[src/rtl/step_pulse_generator.sv]
// STEP/DIR/EN pin sequencer for one stepper driver. Each move runs a
// trapezoidal period profile: ramp down from START_PERIOD to MIN_PERIOD, cruise, then ramp back up.
module step_pulse_generator #(
    parameter logic [15:0] START_PERIOD = 16'd50000,
    parameter logic [15:0] MIN_PERIOD   = 16'd10000,
    parameter logic [15:0] ACCEL_STEP   = 16'd1000,
    parameter logic [15:0] PULSE_WIDTH  = 16'd100,
    parameter logic [15:0] DIR_SETUP    = 16'd50
) (
    input  logic       clock,
    input  logic       reset_n,
    input  logic       start,
    input  logic [7:0] steps,
    input  logic       dir,
    input  logic       abort,
    output logic       step_out,
    output logic       dir_out,
    output logic       en_n,
    output logic       busy,
    output logic       done,
    output logic [7:0] steps_left
);

    typedef enum logic [2:0] {
        S_IDLE,
        S_SETUP,
        S_HIGH,
        S_LOW,
        S_DONE
    } state_t;

    state_t      state_q, state_d;
    logic [15:0] timer_q, timer_d;
    logic [15:0] period_q, period_d;
    logic [7:0]  ramp_q, ramp_d;
    logic [7:0]  steps_left_q, steps_left_d;
    logic        dir_q, dir_d;
    logic        abort_q, abort_d;
    logic        step_q, busy_q, en_n_q, done_q;

    logic [15:0] low_len;
    logic [16:0] inc_wide, dec_wide;
    logic [15:0] period_up, period_down;
    logic        active_d;

    // Ramp arithmetic is done one bit wider so overflow/underflow is visible before clamping.
    always_comb begin
        low_len     = period_q - PULSE_WIDTH;
        inc_wide    = {1'b0, period_q} + {1'b0, ACCEL_STEP};
        dec_wide    = {1'b0, period_q} - {1'b0, ACCEL_STEP};
        period_up   = (inc_wide > {1'b0, START_PERIOD}) ? START_PERIOD : inc_wide[15:0];
        period_down = (dec_wide[16] || (dec_wide[15:0] < MIN_PERIOD)) ? MIN_PERIOD
                                                                      : dec_wide[15:0];
    end

    always_comb begin
        state_d      = state_q;
        timer_d      = timer_q + 16'd1;
        period_d     = period_q;
        ramp_d       = ramp_q;
        steps_left_d = steps_left_q;
        dir_d        = dir_q;
        abort_d      = abort_q;

        case (state_q)
            S_IDLE: begin
                timer_d = '0;
                if (start) begin
                    if (steps != 8'd0) begin
                        steps_left_d = steps;
                        dir_d        = dir;
                        period_d     = START_PERIOD;
                        ramp_d       = '0;
                        abort_d      = 1'b0;
                        state_d      = S_SETUP;
                    end else begin
                        state_d = S_DONE;
                    end
                end
            end
            S_SETUP: begin
                if (abort) begin
                    timer_d = '0;
                    state_d = S_DONE;
                end else if (timer_q == DIR_SETUP - 16'd1) begin
                    timer_d = '0;
                    state_d = S_HIGH;
                end
            end
            S_HIGH: begin
                // An abort seen at any point of the pulse is remembered so the pulse is never cut short.
                if (abort) begin
                    abort_d = 1'b1;
                end
                if (timer_q == PULSE_WIDTH - 16'd1) begin
                    timer_d      = '0;
                    steps_left_d = steps_left_q - 8'd1;
                    state_d      = (abort || abort_q) ? S_DONE : S_LOW;
                end
            end
            S_LOW: begin
                if (abort) begin
                    timer_d = '0;
                    state_d = S_DONE;
                end else if (timer_q == low_len - 16'd1) begin
                    timer_d = '0;
                    if (steps_left_q == 8'd0) begin
                        state_d = S_DONE;
                    end else begin
                        state_d = S_HIGH;
                        if (steps_left_q <= ramp_q) begin
                            period_d = period_up;
                            ramp_d   = ramp_q - 8'd1;
                        end else if (period_q > MIN_PERIOD) begin
                            period_d = period_down;
                            ramp_d   = ramp_q + 8'd1;
                        end
                    end
                end
            end
            S_DONE: begin
                timer_d = '0;
                abort_d = 1'b0;
                state_d = S_IDLE;
            end
            default: begin
                timer_d = '0;
                state_d = S_IDLE;
            end
        endcase
    end

    assign active_d = (state_d == S_SETUP) || (state_d == S_HIGH) || (state_d == S_LOW);

    always_ff @(posedge clock or negedge reset_n) begin
        if (!reset_n) begin
            state_q      <= S_IDLE;
            timer_q      <= '0;
            period_q     <= START_PERIOD;
            ramp_q       <= '0;
            steps_left_q <= '0;
            dir_q        <= 1'b0;
            abort_q      <= 1'b0;
            step_q       <= 1'b0;
            busy_q       <= 1'b0;
            en_n_q       <= 1'b1;
            done_q       <= 1'b0;
        end else begin
            state_q      <= state_d;
            timer_q      <= timer_d;
            period_q     <= period_d;
            ramp_q       <= ramp_d;
            steps_left_q <= steps_left_d;
            dir_q        <= dir_d;
            abort_q      <= abort_d;
            step_q       <= (state_d == S_HIGH);
            busy_q       <= active_d;
            en_n_q       <= ~active_d;
            done_q       <= (state_d == S_DONE);
        end
    end

    assign step_out   = step_q;
    assign dir_out    = dir_q;
    assign en_n       = en_n_q;
    assign busy       = busy_q;
    assign done       = done_q;
    assign steps_left = steps_left_q;

endmodule
[config.mk]
export PLATFORM = sky130hd
export DESIGN_NAME = step_pulse_generator
export DESIGN_NICKNAME = d
export VERILOG_FILES = /design/src/rtl/step_pulse_generator.sv
export SDC_FILE = /design/constraint.sdc
export NUM_CORES = 1
export LEC_CHECK = 0
export CAP_MARGIN = 20
export CORE_ASPECT_RATIO = 0.5
export CORE_MARGIN = 4
export CORE_UTILIZATION = 49
export DETAILED_ROUTE_END_ITERATION = 8
export PLACE_DENSITY = 0.73
export SLEW_MARGIN = 20
export SYNTH_ARGS = -nofsm -noshare
export SYNTH_HDL_FRONTEND = slang
export SYNTH_SLANG_ARGS = --single-unit
[constraint.sdc]
create_clock -name clock -period 5.46 [get_ports clock]
set_input_delay 0.819 -clock clock [delete_from_list [all_inputs] [get_ports clock]]
set_output_delay 0.819 -clock clock [all_outputs]
set_load 0.05 [all_outputs]
### Word level (Yosys, flattened, before mapping)

Cells that the tools add are included.

| word-level totals | value |
|---|---|
| logic and storage cells | 99 |
| input port bits | 13 |
| bits in registers | 57 |

| operators by class | value |
|---|---|
| mux-type cells | 42 |
| bitwise operators | 1 |
| magnitude comparators | 4 |
| $add $sub $neg | 8 |
| eq/ne operators | 19 |
| reductions and logical operators | 14 |

Operator list:

| cell | number |
|---|---|
| $mux W16 | 14 |
| $mux W8 | 10 |
| $pmux W16 S3 | 1 |
| $pmux W16 S2 | 1 |
| $pmux W8 S2 | 2 |
| $mux W3 | 9 |
| $add A16 B10 Y17 const B | 1 |
| $gt A17 B16 Y1 const B | 1 |
| $sub A16 B10 Y17 const B | 1 |
| $add A16 B1 Y16 const B | 1 |
| $eq A16 B16 Y1 | 1 |
| $eq A16 B6 Y1 const B | 1 |
| $eq A16 B7 Y1 const B | 1 |
| $gt A16 B14 Y1 const B | 1 |
| $lt A16 B14 Y1 const B | 1 |
| $sub A16 B1 Y16 const B | 1 |
| $sub A16 B7 Y16 const B | 1 |
| $sub A8 B1 Y8 const B | 2 |
| $ne A2 B2 Y1 const B | 7 |
| $eq A3 B2 Y1 const B | 4 |
| $pmux W3 S4 | 1 |
| $add A8 B1 Y8 const B | 1 |
| $le A8 B8 Y1 | 1 |
| $logic_not A8 Y1 | 1 |
| 14 further kinds | 23 |

### Longest topological paths before layout

| logic depth | value |
|---|---|
| depth after elaboration | 10 |
| gate-level depth with buffers | 17 |

### Worst setup path before layout

No wires, ideal clock.

| timing | value |
|---|---|
| path kind | register -> register |
| start point | register steps_left_q[2], in the netlist steps_left[2] |
| end point | register ramp_q[7] |
| setup time | 0.118 ns |
| data required time | 5.342 ns |
| cell stages (with the launch flop) | 17 |
| period minus slack after synthesis | 4.223 ns |
| buffers on the path | 2 |
| arrival time | 4.105 ns |
| setup slack | 1.237 ns |
| path through | dfrtp_1 -> ha_1 -> a21o_1 -> a221o_1 -> a21oi_1 -> nand2b_1 -> clkbuf_1 -> clkbuf_1 -> ha_1 -> a21o_1 -> a21oi_1 -> nor2b_1 -> o21a_1 -> o41a_1 -> xnor2_1 -> nor3b_1 -> a21o_1 |

| between the ends | value |
|---|---|
| cells in the longest elaborated chain, start to end | 6 |
| elaborated cells on any way between the ends | 10 |
| those cells by class | order compare (1); eq/ne (2); mux (5); reduce/logical (2) |

Ends and longest elaborated chain:

| element | line | source |
|---|---|---|
| start, declared | 36 | `logic [7:0] steps_left_q, steps_left_d;` |
| start signal, assigned | 153 | `steps_left_q <= steps_left_d;` |
| $le A8 B8 Y1 | 111 | `if (steps_left_q <= ramp_q) begin` |
| $mux W8 | 111 |  |
| $mux W8 | 107 | `if (steps_left_q == 8'd0) begin` |
| $mux W8 | 105 | `end else if (timer_q == low_len - 16'd1) begin` |
| $mux W8 | 102 | `if (abort) begin` |
| $pmux W8 S2 | 65 | `case (state_q)` |
| end signal, assigned | 152 | `ramp_q <= ramp_d;` |
| end, declared | 35 | `logic [7:0] ramp_q, ramp_d;` |

Parallel ways exist; a longest one is shown, timed or not. The select of a mux whose other input is x is not followed.
A chain may end at the register's enable or synchronous reset.

### Worst setup path in the final report

| timing | value |
|---|---|
| start point | register period_q[3] |
| end point | register ramp_q[3] |

| between the ends | value |
|---|---|
| cells in the longest elaborated chain, start to end | 5 |
| elaborated cells on any way between the ends | 7 |
| those cells by class | add/sub (2); order compare (1); eq/ne (3); reduce/logical (1) |

Ends and longest elaborated chain:

| element | line | source |
|---|---|---|
| start, declared | 34 | `logic [15:0] period_q, period_d;` |
| start signal, assigned | 151 | `period_q <= period_d;` |
| $sub A16 B7 Y16 | 48 | `low_len = period_q - PULSE_WIDTH;` |
| $sub A16 B1 Y16 | 105 |  |
| $eq A16 B16 Y1 | 105 |  |
| $ne A2 B2 Y1 (no source line) | n/a |  |
| $reduce_and A7 Y1 (no source line) * | n/a |  |

Every way passes the cells marked *; elsewhere a longest branch is shown, timed or not.

==> impl_metrics.env <==
export IMPL_status="completed"
export IMPL_synth_ff_latch_count=54
export IMPL_slew_headroom_pct=36.9
export IMPL_slew_violations=0
export IMPL_layout_drive_gt1_share_pct=6.05
export IMPL_holdBufCountCts=0
export IMPL_async_flop_share_pct=100
export IMPL_clock_latency_ns=0.29
export IMPL_fp_dieArea_sq_um=11000
export IMPL_drc_errors=0
export IMPL_antenna_found_initial=0
export IMPL_gr_usage_all_layers_pct=21.7
export IMPL_p_per_area_nw_per_um2=303
export IMPL_initialDrtViolationCount=511
export IMPL_critPathLaunchType="flip-flop"
export IMPL_seqCellArea_sq_um=1360
export IMPL_cts_root_buf="clkbuf_16"
export IMPL_ios=26
export IMPL_fp_dieW_microns=145
export IMPL_gp_congestion=0.880
export IMPL_fin_crit_sh_pct=72.7
export IMPL_ys_flop_type="dfrtp_1"
export IMPL_h_tree_depth=2
export IMPL_post_cts_resized=0
export IMPL_wl_per_cell_microns=16.9
export IMPL_die_h_microns=76.3
export IMPL_cts_setup_buffers=0
export IMPL_detail_route_antenna_nets=0
export IMPL_final_hold_viol_count=0
export IMPL_via_count=4187
export IMPL_post_place_ws_ns=1.56
export IMPL_reg2reg_slack_ns=1.49
export IMPL_cts_buffers=5
export IMPL_fmax_mhz=252
export IMPL_setup_viol=0
export IMPL_ys_warn_count=0
export IMPL_rr_startpoint="period_q[3]$_DFFE_PN0P_"
export IMPL_cts_tree="yes"
export IMPL_start_util_pct=51.4
export IMPL_min_to="dir_out$_DFFE_PN0P_"
export IMPL_core_area_sq_um=8890
export IMPL_peakVddDrop_uv=286
export IMPL_clk_pin_slew_ns=0.07
export IMPL_avgSynthCellArea_sq_um=8.07
export IMPL_hp_class="reg2reg"
export IMPL_layout_nets=596
export IMPL_grt_pass1_wl_mm=19.9
export IMPL_skew_ns=0.00541
export IMPL_crit_arrival_ns=4.13
export IMPL_hpwlAfterDp_mm=8.33
export IMPL_crit_type="reg2reg"
export IMPL_worstHoldStart="dir_out$_DFFE_PN0P_"
export IMPL_yosysUniqueCellTypes=78
export IMPL_syn_area_sq_um=4570
export IMPL_viasPerCell=6.17
export IMPL_rsz0062_at_grt="no"
export IMPL_cp_max_fo=16
export IMPL_multiInputGateArea_sq_um=2930
export IMPL_ys_seq_area_share_pct=29.7
export IMPL_setup_ws_ns=1.49
export IMPL_worst_pin_slew_ns=0.945
export IMPL_grt_max_degree=55
export IMPL_cts_max_path_buffers=2
export IMPL_grt_overflow_total=0
export IMPL_synthCells=567
export IMPL_row_count=24
export IMPL_nFillCells=847
export IMPL_syn_nets=602
export IMPL_p_leak_nw=1.97
export IMPL_whs_ns=0.508
export IMPL_antenna_cells=0
export IMPL_portBuffers=25
export IMPL_area_growth_synth_to_final_pct=7.99
export IMPL_maxCapViolCount=0
export IMPL_period_minus_slack_ns=3.97
export IMPL_first_global_vias=3995
export IMPL_dr_pass1_iters=5
export IMPL_routed_wl_mm=11.5
export IMPL_setup_tns_final_ns=0
export IMPL_r2r_end="ramp_q[3]$_DFFE_PN0P_"
export IMPL_ff2ff_path_depth=9
export IMPL_cts_sinks=54
export IMPL_synth_edff_count=0
export IMPL_required_ns=5.62
export IMPL_crit_path_end_kind="flip-flop"
export IMPL_hold_path_cell_count=1
final cells by class:
type,instances,share of cell area [%]
Multi-Input combinational cell,447,59.4
Clock buffer,7,2.69
Clock inverter,1,0.152
Timing Repair Buffer,27,5.27
Sequential cell,54,27.5
Tap cell,117,2.96
Inverter,26,1.98
report_power, final:
part           total [mW]  switching [mW]  leakage, nW  internal [mW]
Combinational       0.683           0.439         1.20          0.244
Sequential          0.495          0.0538        0.708          0.441
Clock               0.318           0.147       0.0641          0.171
Total                1.50           0.640         1.97          0.855
worst max-delay path by stage:
| stage | from | endpoint | slack [ns] | cells past startpoint |
|---|---|---|---|---|
| 2_1_floorplan | steps_left[2]$_DFFE_PN0P_ | ramp_q[7]$_DFFE_PN0P_ | 1.24 | 16 |
| 3_3_place_gp | steps_left[3]$_DFFE_PN0P_ | ramp_q[7]$_DFFE_PN0P_ | 1.58 | 15 |
| 3_5_place_dp | steps_left[3]$_DFFE_PN0P_ | ramp_q[7]$_DFFE_PN0P_ | 1.56 | 15 |
| 4_1_cts | period_q[3]$_DFFE_PN0P_ | ramp_q[3]$_DFFE_PN0P_ | 1.52 | 9 |
| 5_1_grt | period_q[3]$_DFFE_PN0P_ | ramp_q[3]$_DFFE_PN0P_ | 1.06 | 9 |
| 6_report | period_q[3]$_DFFE_PN0P_ | ramp_q[3]$_DFFE_PN0P_ | 1.49 | 9 |
kinds of logic after synthesis:
| group | Yosys count | share of synthesized area [%] |
|---|---|---|
| mux | 8 | 1.81 |
| fa+ha+maj | 22 | 6.18 |
| buf+inv | 66 | 6.10 |
| flops | 54 | 29.7 |
| compound gates | 144 | 21.3 |
| xor+xnor | 39 | 7.47 |
| simple gates | 234 | 27.4 |
Yosys cell counts (all sizes together) (3+ instances only):
| master | instances | area [sq um] |
|---|---|---|
| nor2b | 14 | 87.6 |
| dfrtp | 47 | 1180 |
| nor3b | 5 | 37.5 |
| inv | 26 | 97.6 |
| o41ai | 3 | 26.3 |
| mux2i | 6 | 60.1 |
| nor3 | 15 | 86.3 |
| a2111oi | 3 | 51.3 |
| a211oi | 3 | 22.5 |
| nor4 | 15 | 124 |
| ha | 21 | 263 |
| o211ai | 5 | 37.5 |
| nand4 | 10 | 68.8 |
| or2 | 4 | 25.0 |
| and3 | 9 | 56.3 |
| a21oi | 24 | 120 |
| buf | 14 | 83.8 |
| a2bb2oi | 3 | 26.3 |
| or3 | 3 | 23.8 |
| o22ai | 4 | 25.0 |
| nand2 | 41 | 154 |
| a21o | 5 | 37.5 |
| nor4b | 3 | 26.3 |
| nand2b | 7 | 43.8 |
| a31oi | 11 | 68.8 |
| and2 | 6 | 37.5 |
| nand3 | 25 | 130 |
| or4 | 3 | 26.3 |
| a32oi | 3 | 26.3 |
| o21ai | 45 | 225 |
| o211a | 4 | 40.0 |
| xnor2 | 25 | 219 |
| xor2 | 14 | 123 |
| dfstp | 7 | 184 |
| clkbuf | 26 | 97.6 |
| a22oi | 7 | 52.6 |
| nor2 | 64 | 240 |
metrics by stage:
stage	cells	util (%)	instance area [sq um]	total power, mW
after detailed placement	671	54.0	4800	1.18
after global routing	679	55.6	4940	1.59
final	679	55.6	4940	1.50
after CTS	679	55.6	4940	1.50
after global placement	671	54.0	4800	1.17
after floorplan	567	-	4570	0.987
registers in the layout (all words and copies together), names as in the netlist, 3 cells and up:
| signal | flops |
|---|---|
| timer_q | 16 |
| period_q | 13 |
| ramp_q | 8 |
| steps_left | 8 |
| state_q | 3 |
critical path, stage by stage (launching register included):
cell	delay [ns]
dfrtp_1	0.66
inv_1	0.19
ha_1	0.36
nand3b_1	0.35
xnor2_1	0.24
a311oi_1	0.11
o32ai_1	0.52
nand4_2	0.24
and2_0	0.57
o41ai_1	0.57
layout by cell type (no fill, tap or decap), drive strengths merged, types with 5 or more instances in the layout:
cell type	instances
a21o	5
a21oi	24
a22oi	7
a31oi	11
and2	6
and3	9
clkbuf	7
clkdlybuf4s50	24
dfrtp	47
dfstp	7
ha	21
inv	26
mux2i	6
nand2	41
nand2b	7
nand3	25
nand4	10
nor2	64
nor2b	14
nor3	15
nor3b	5
nor4	15
o211ai	5
o21ai	45
xnor2	25
xor2	14
routing by layer:
metal  vias to the layer above  GRT usage (%)  share of wire (%)
met5                         -              0                  0
met4                         0           4.38               0.74
met3                         7           3.51                5.4
met2                       125           32.1                 43
met1                      2017           33.4                 51
li1                       2038              -                  -
Power figures use the tool's default switching activity.
